**src/rtl/sseg_scroll_src.sv**
```systemverilog
// Scrolling message source for a 4-digit seven-segment multiplexer: stores up to
// 16 hex chars and slides them right-to-left through a 4-digit window.
// Optional build macro DP_MARK_EN lights the dp of the digit showing the last char.
module sseg_scroll_src #(
  parameter int TICK_N = 24
) (
  input  logic       clk,
  input  logic       reset,
  input  logic       wr_en,
  input  logic [3:0] wr_data,
  input  logic       clear,
  input  logic       pause,
  output logic       full,
  output logic [4:0] len,
  output logic [7:0] in3,
  output logic [7:0] in2,
  output logic [7:0] in1,
  output logic [7:0] in0
);

  localparam logic [TICK_N-1:0] CNT_ONE = TICK_N'(1);
  localparam logic [7:0]        BLANK   = 8'hFF;

  logic [3:0]        mem_q [16];
  logic [4:0]        len_q, len_d;
  logic              full_q, full_d;
  logic [4:0]        p_q, p_d;
  logic [TICK_N-1:0] cnt_q, cnt_d;
  logic [7:0]        seg_q [4];
  logic [7:0]        seg_d [4];

  logic [4:0] virt_len;
  logic       running;
  logic       tick;
  logic       wr_fire;

  function automatic logic [7:0] hex_seg(input logic [3:0] h);
    case (h)
      4'h0: hex_seg = 8'hC0;  4'h1: hex_seg = 8'hF9;
      4'h2: hex_seg = 8'hA4;  4'h3: hex_seg = 8'hB0;
      4'h4: hex_seg = 8'h99;  4'h5: hex_seg = 8'h92;
      4'h6: hex_seg = 8'h82;  4'h7: hex_seg = 8'hF8;
      4'h8: hex_seg = 8'h80;  4'h9: hex_seg = 8'h90;
      4'hA: hex_seg = 8'h88;  4'hB: hex_seg = 8'h83;
      4'hC: hex_seg = 8'hC6;  4'hD: hex_seg = 8'hA1;
      4'hE: hex_seg = 8'h86;  default: hex_seg = 8'h8E;
    endcase
  endfunction

  // Message plus a 4-blank gap, so the text scrolls fully out before re-entering.
  assign virt_len = len_q + 5'd4;
  assign running  = !pause && (len_q != 5'd0);
  assign tick     = running && (cnt_q == '1);

  always_comb begin
    len_d   = len_q;
    full_d  = full_q;
    p_d     = p_q;
    cnt_d   = cnt_q;
    wr_fire = 1'b0;
    if (clear) begin
      len_d  = 5'd0;
      full_d = 1'b0;
      p_d    = 5'd0;
      cnt_d  = '0;
    end else begin
      if (running) begin
        cnt_d = cnt_q + CNT_ONE;
        if (tick) p_d = (p_q == virt_len - 5'd1) ? 5'd0 : p_q + 5'd1;
      end
      if (wr_en && !full_q) begin
        wr_fire = 1'b1;
        len_d   = len_q + 5'd1;
        full_d  = (len_q == 5'd15);
      end
    end
  end

  // p < virt_len always holds, so one conditional subtract wraps p+k back into range.
  always_comb begin
    for (int k = 0; k < 4; k++) begin
      logic [4:0] j;
      j = p_q + 5'(k);
      if (j >= virt_len) j = j - virt_len;
      seg_d[3-k] = (j < len_q) ? hex_seg(mem_q[j[3:0]]) : BLANK;
`ifdef DP_MARK_EN
      if ((len_q != 5'd0) && (j == len_q - 5'd1)) seg_d[3-k][7] = 1'b0;
`endif
    end
  end

  always_ff @(posedge clk or posedge reset) begin
    if (reset) begin
      len_q  <= 5'd0;
      full_q <= 1'b0;
      p_q    <= 5'd0;
      cnt_q  <= '0;
      for (int k = 0; k < 4; k++) seg_q[k] <= BLANK;
    end else begin
      len_q  <= len_d;
      full_q <= full_d;
      p_q    <= p_d;
      cnt_q  <= cnt_d;
      for (int k = 0; k < 4; k++) seg_q[k] <= seg_d[k];
    end
  end

  // NOTE: the character store has no reset; slots at or beyond len are never shown,
  // so clearing it would only cost a reset net on every bit.
  always_ff @(posedge clk) begin
    if (wr_fire) mem_q[len_q[3:0]] <= wr_data;
  end

  assign full = full_q;
  assign len  = len_q;
  assign in3  = seg_q[3];
  assign in2  = seg_q[2];
  assign in1  = seg_q[1];
  assign in0  = seg_q[0];

endmodule

```
**config.mk**
```make
export PLATFORM = sky130hd
export DESIGN_NAME = sseg_scroll_src
export DESIGN_NICKNAME = d
export VERILOG_FILES = /design/src/rtl/sseg_scroll_src.sv
export SDC_FILE = /design/constraint.sdc
export NUM_CORES = 1
export LEC_CHECK = 0
export ABC_AREA = 1
export ABC_CLOCK_PERIOD_IN_PS = 4900
export BUFFER_PORTS_ARGS = -buffer_cell sky130_fd_sc_hd__buf_4
export CORE_ASPECT_RATIO = 0.9
export CORE_UTILIZATION = 40
export CTS_BUF_LIST = sky130_fd_sc_hd__clkbuf_8 sky130_fd_sc_hd__clkbuf_16
export CTS_CLUSTER_DIAMETER = 120
export CTS_CLUSTER_SIZE = 16
export DETAILED_ROUTE_END_ITERATION = 6
export GPL_ROUTABILITY_DRIVEN = 0
export PLACE_DENSITY = 0.62
export SYNTH_ARGS = -nofsm -noshare
export SYNTH_HDL_FRONTEND = slang
export SYNTH_SLANG_ARGS = --single-unit
```
**constraint.sdc**
```tcl
create_clock -name clk -period 4.9 [get_ports clk]
set_input_delay 0.735 -clock clk [delete_from_list [all_inputs] [get_ports clk]]
set_output_delay 0.735 -clock clk [all_outputs]
set_load 0.01 [all_outputs]
```
Word-level counts from Yosys, hierarchy flattened
Memories as Yosys holds them, arrays and structs flattened.
Cells that the tools add are included.
Storage, ports and cells
  register bits: 67
  bits in latches: 0
  RAM bits: 64
  memory bits (read-only): 448
  input port bits: 9
  output and inout bits: 38
  logic and storage cells: 67
  memories kept: 5
Operators by class
  $add $sub $neg: 11
  multipliers: 0
  divide/modulo/power cells: 0
  order comparisons: 8
  eq/ne operators: 3
  shift operators: 0
  multiplexer cells: 22
  bitwise gates (word level): 0
  reduce and logical (&&, ||, !) cells: 10
Memory list
  (name not given): words 16, width 7, rd ports 1, clocked after Yosys merged registers in 0, write ports 0, line 38  | case (h)
  (name not given): words 16, width 7, rd ports 1, clocked after Yosys merged registers in 0, write ports 0, line 38
  (name not given): words 16, width 7, rd ports 1, clocked after Yosys merged registers in 0, write ports 0, line 38
  (name not given): words 16, width 7, rd ports 1, clocked after Yosys merged registers in 0, write ports 0, line 38
  mem_q: words 16, width 4, rd ports 4, clocked after Yosys merged registers in 0, write ports 1, line 24  | logic [3:0] mem_q [16];
Operator list (count)
  two-way mux 5 bit: 10
  two-way mux 24 bit: 2
  two-way mux 8 bit: 4
  adder 24 x 1 -> 24 bit, second input constant: 1
  equality test 24 bit, second input constant: 1
  >= comparator 5 bit: 4
  less-than comparator 5 bit: 4
  subtractor 5 bit: 4
  adder 5 x 1 -> 5 bit, second input constant: 2
  adder 5 x 2 -> 5 bit, second input constant: 2
  two-way mux 1 bit: 6
  nonzero test 2 bit: 3
  adder 5 x 3 -> 5 bit, second input constant: 1
  equality test 5 x 4 -> 1 bit, second input constant: 1
  equality test 5 bit: 1
  nonzero test 5 bit: 1
  subtractor 5 x 1 -> 5 bit, second input constant: 1
  logical AND 1 bit: 3
  zero test 1 bit: 2
  AND reduction 2 bit: 1

Depth between registers and ports, before layout
  word-level depth: 7
  gate-level depth with buffers: 27
  mapped depth without buffers: 26

Least setup slack after synthesis
No wires, ideal clock.
  kind: register to register
  start: reg p_q[1]
  end: reg seg_q (netlist bit in0[3])
  setup time: 0.060 ns
  arrival: 3.541 ns
  required time: 4.840 ns
  slack: 1.299 ns
  stages on the path, launching flop included: 26
  buffers on the path: 1
  clock period less this slack: 3.601 ns
  cells stage by stage: dfrtp_1 > inv_1 > ha_1 > inv_1 > ha_1 > nand3_1 > nand2_1 > nand2_1 > nand3b_1 > nand2_1 > nand2_4 > nand2_1 > o21ai_4 > inv_2 > buf_6 > nand3_1 > nand3_1 > nand3_1 > nand2_1 > inv_1 > ha_1 > inv_1 > nand2_1 > nand3_1 > nand2_1 > nand2_1
RTL lines
  from (decl): line 27  | logic [4:0] p_q, p_d;
  from (signal assigned): line 102  | p_q <= p_d;
  to (decl): line 29  | logic [7:0] seg_q [4];

==> results.ini <==
[timing]
hold_violations = 0
whs_ns = 0.496
slew_viol_final = 0
worst_pin_slew_ns = 0.829
fin_crit_ns = 4.41
fmax_mhz = 227
setup_viol = 0
fin_setup_tns_ns = 0
finClkSkew_ns = 0.0114
fin_crit_sh_pct = 90.0
slew_headroom_pct = 44.7
rsz0062_at_grt = no

[routing]
num_vias = 9616
first_iter_violations = 1279
drt_first_pass_iters = 7
drc = 10
post_drt_wl_per_cell_um = 17.2
wl_um = 30400
viasPerCell = 5.43
drtAntennaViolNets = 0

[finish]
multi_input_area_sq_mm = 0.00565
layout-drive-gt1-share_pct = 14.4
num-fill-cells = 2381
insertedDiodeCount = 0
final_area_sq_mm = 0.0113
area_delta_synth_final_pct = 12.0
seqCellArea_sq_mm = 0.00353
layout.nets = 1496

[worst_setup_path]
critPathSlowestCell = dfrtp_1
crit_top_cell = nand2_1
crit_family = simple AND/OR/NAND/NOR gates
cp_slowest_stage_delay_ns = 0.60
reg2reg_from = p_q[1]$_DFFE_PP0P_
required_ns = 5.27
cp.depth = 23
crit_type = register to register
critPathBufInv = 3
cp_cell_sequence = inv_1 > ha_1 > inv_1 > ha_1 > nand3_1 > nand2_1 > nand2_1 > nand3b_1 > nand2_1 > nand2_4 > nand2_1 > nand2_2 > nand2_1 > nand3_1 > nand3_1 > nand3_1 > nand2_1 > inv_1 > ha_1 > nand3_1 > nand3_1 > nand2_1 > nand2_1
startpoint_type = register
cp-startpoint = p_q[1]$_DFFE_PP0P_
critical_path_peak_fanout = 32
crit_arrival_ns = 4.78
r2r_cells = 23
rrSetupSlack_ns = 0.49
crit_path_end_kind = register

[global_routing]
grt_use_total_pct = 24.1
grt_pass1_wl_um = 48100
grt_pass1_vias = 8729
antenna_found_initial = 0
overflow = 0
grt_start_max_net_pins = 64

[die]
die_w_um = 170
coreArea_sq_mm = 0.0245
dieArea_sq_mm = 0.0259
start_util_pct = 41.2
fp.dieH_um = 153
io_pins = 47
rows = 54

[yosys]
ys_seq_area_share_pct = 34.9
yosys_warnings = 0
async_reset_ff_share_pct = 49.6
yosysTopAreaCellShare_pct = 19.0
avgSynthCellArea_sq_um = 7.32
yosysMostFrequentCell = nand2_1
syn_area_sq_mm = 0.0101
ys_ff_latch = 127
netlist_instances = 1382
post-synth-top-area-cell = edfxtp_1
yosys-top-cells-area = edfxtp_1, nand2_1, nand3_1, dfrtp_1, ha_1
synth_edf_count = 64
synthFlopType = edfxtp_1
synth_common_cells = nand2_1, nand3_1, inv_1, nor2_1, edfxtp_1
synthDistinctLibCells = 49

[hold_path]
hold_class = register to register
hold_path_depth = 1
holdCritStartpoint = cnt_q[21]$_DFFE_PP0P_

[place]
io_buffers = 42
dpl.hpwl_um = 22000
placed_area_sq_mm = 0.0107

[clock_tree]
ctsHoldBuffers = 0
root_buffer = clkbuf_16
cts_tree = yes
worst_skew_pair.late_latency_ns = 0.44
cts_buffers = 17
cts_max_path_buffers = 2
clk_pin_slew_ns = 0.06
cts.sink_count = 127
h-tree-depth = 4

[run]
cap_violations = 0

[pwr]
powerDensity_mw_per_mm2 = 667
p_leak_uw = 0.00516
ir_worst_vdd_uv = 376

[status]
violations = design-rule violations
status = complete, but fails checks

==> power breakdown <==
group / internal, uW / leakage, uW / switching (uW)
clock network: 789 / 0.000308 / 563
registers: 1320 / 0.00136 / 49.9
logic: 1630 / 0.00349 / 3210
total: 3740 / 0.00516 / 3820
==> worst register-to-register path, stage by stage, from the launching register on <==
cell,delay [ns]
dfrtp_1,0.60
inv_1,0.28
ha_1,0.49
inv_1,0.17
ha_1,0.33
nand3_1,0.08
nand2_1,0.10
nand2_1,0.06
nand3b_1,0.08
nand2_1,0.12
nand2_4,0.15
nand2_1,0.08
nand2_2,0.45
nand2_1,0.16
nand3_1,0.13
nand3_1,0.10
nand3_1,0.11
nand2_1,0.14
inv_1,0.15
ha_1,0.21
nand3_1,0.13
nand3_1,0.11
nand2_1,0.07
nand2_1,0.06
==> per-stage QoR <==
stage / utilization (%) / cells / total power (uW) / worst slack [ns]
3_5_place_dp: 43.6 / 1737 / 6110 / 0.451
5_1_grt: 46.2 / 1771 / 8240 / 0.0117
2_1_floorplan: - / 1385 / 5120 / 1.30
4_1_cts: 46.1 / 1769 / 7500 / 0.425
3_3_place_gp: 43.6 / 1737 / 6090 / 0.635
6_report: 46.2 / 1771 / 7560 / 0.488
==> what timing repair did <==
action,CTS,global route
gates resized for setup,0,2
setup endpoints to repair,0,4
buffers inserted,0,2
==> logic make-up (layout without fill, tap and decap cells) <==
| logic type | after synthesis | in the layout | share of synthesized area [%] |
|---|---|---|---|
| xor+xnor | 16 | 16 | 1.39 |
| other cells | 1 | 4 | 0.0371 |
| simple gates | 836 | 836 | 37.6 |
| fa+ha+maj | 65 | 65 | 8.34 |
| flops | 127 | 127 | 34.9 |
| buf+inv | 207 | 257 | 9.33 |
| compound gates | 130 | 130 | 8.35 |
==> per-layer routing <==
layer  share of wire, %  global-route usage [%]  up-vias
met4                1.8                    7.25        0
li1                   -                       -     4678
met5                  0                       0        -
met2                 43                    35.9      490
met3                 11                    5.85       43
met1                 45                    34.3     4405
==> area by class of cell <==
cell class / count / share of cell area, %
Tap cell: 336 / 3.71
Timing Repair Buffer: 63 / 4.28
Multi-Input combinational cell: 1051 / 49.9
Clock buffer: 21 / 4.64
Sequential cell: 127 / 31.2
Inverter: 162 / 5.42
Clock inverter: 11 / 0.883
==> placed cells by master (no fill, tap or decap), drive strengths merged, types with 5 or more instances in the layout <==
master and count:
a211oi 6, a21oi 30, a31oi 5, buf 63
clkbuf 21, dfrtp 35, dfstp 28, edfxtp 64
ha 61, inv 169, nand2 427, nand3 289
nand4 13, nor2 75, nor3 18, o211ai 21
o21a 5, o21ai 56, xnor2 7, xor2 9
==> state kept, by name, summed over array words and instances (netlist names) <==
register	count
in3	7
in1	7
in2	7
cnt_q	24
len	5
full	1
p_q	5
mem_q	64
in0	7
==> worst paths after layout <==
kind                                    endpoint
min in group asynchronous  cnt_q[21]$_DFFE_PP0P_
max in group asynchronous     p_q[0]$_DFFE_PP0P_
hold reg to reg            cnt_q[21]$_DFFE_PP0P_
hold / removal             cnt_q[21]$_DFFE_PP0P_
setup reg to reg                in0[3]$_DFF_PP1_
setup / recovery                in0[3]$_DFF_PP1_
(Power assumes the default switching activity.)
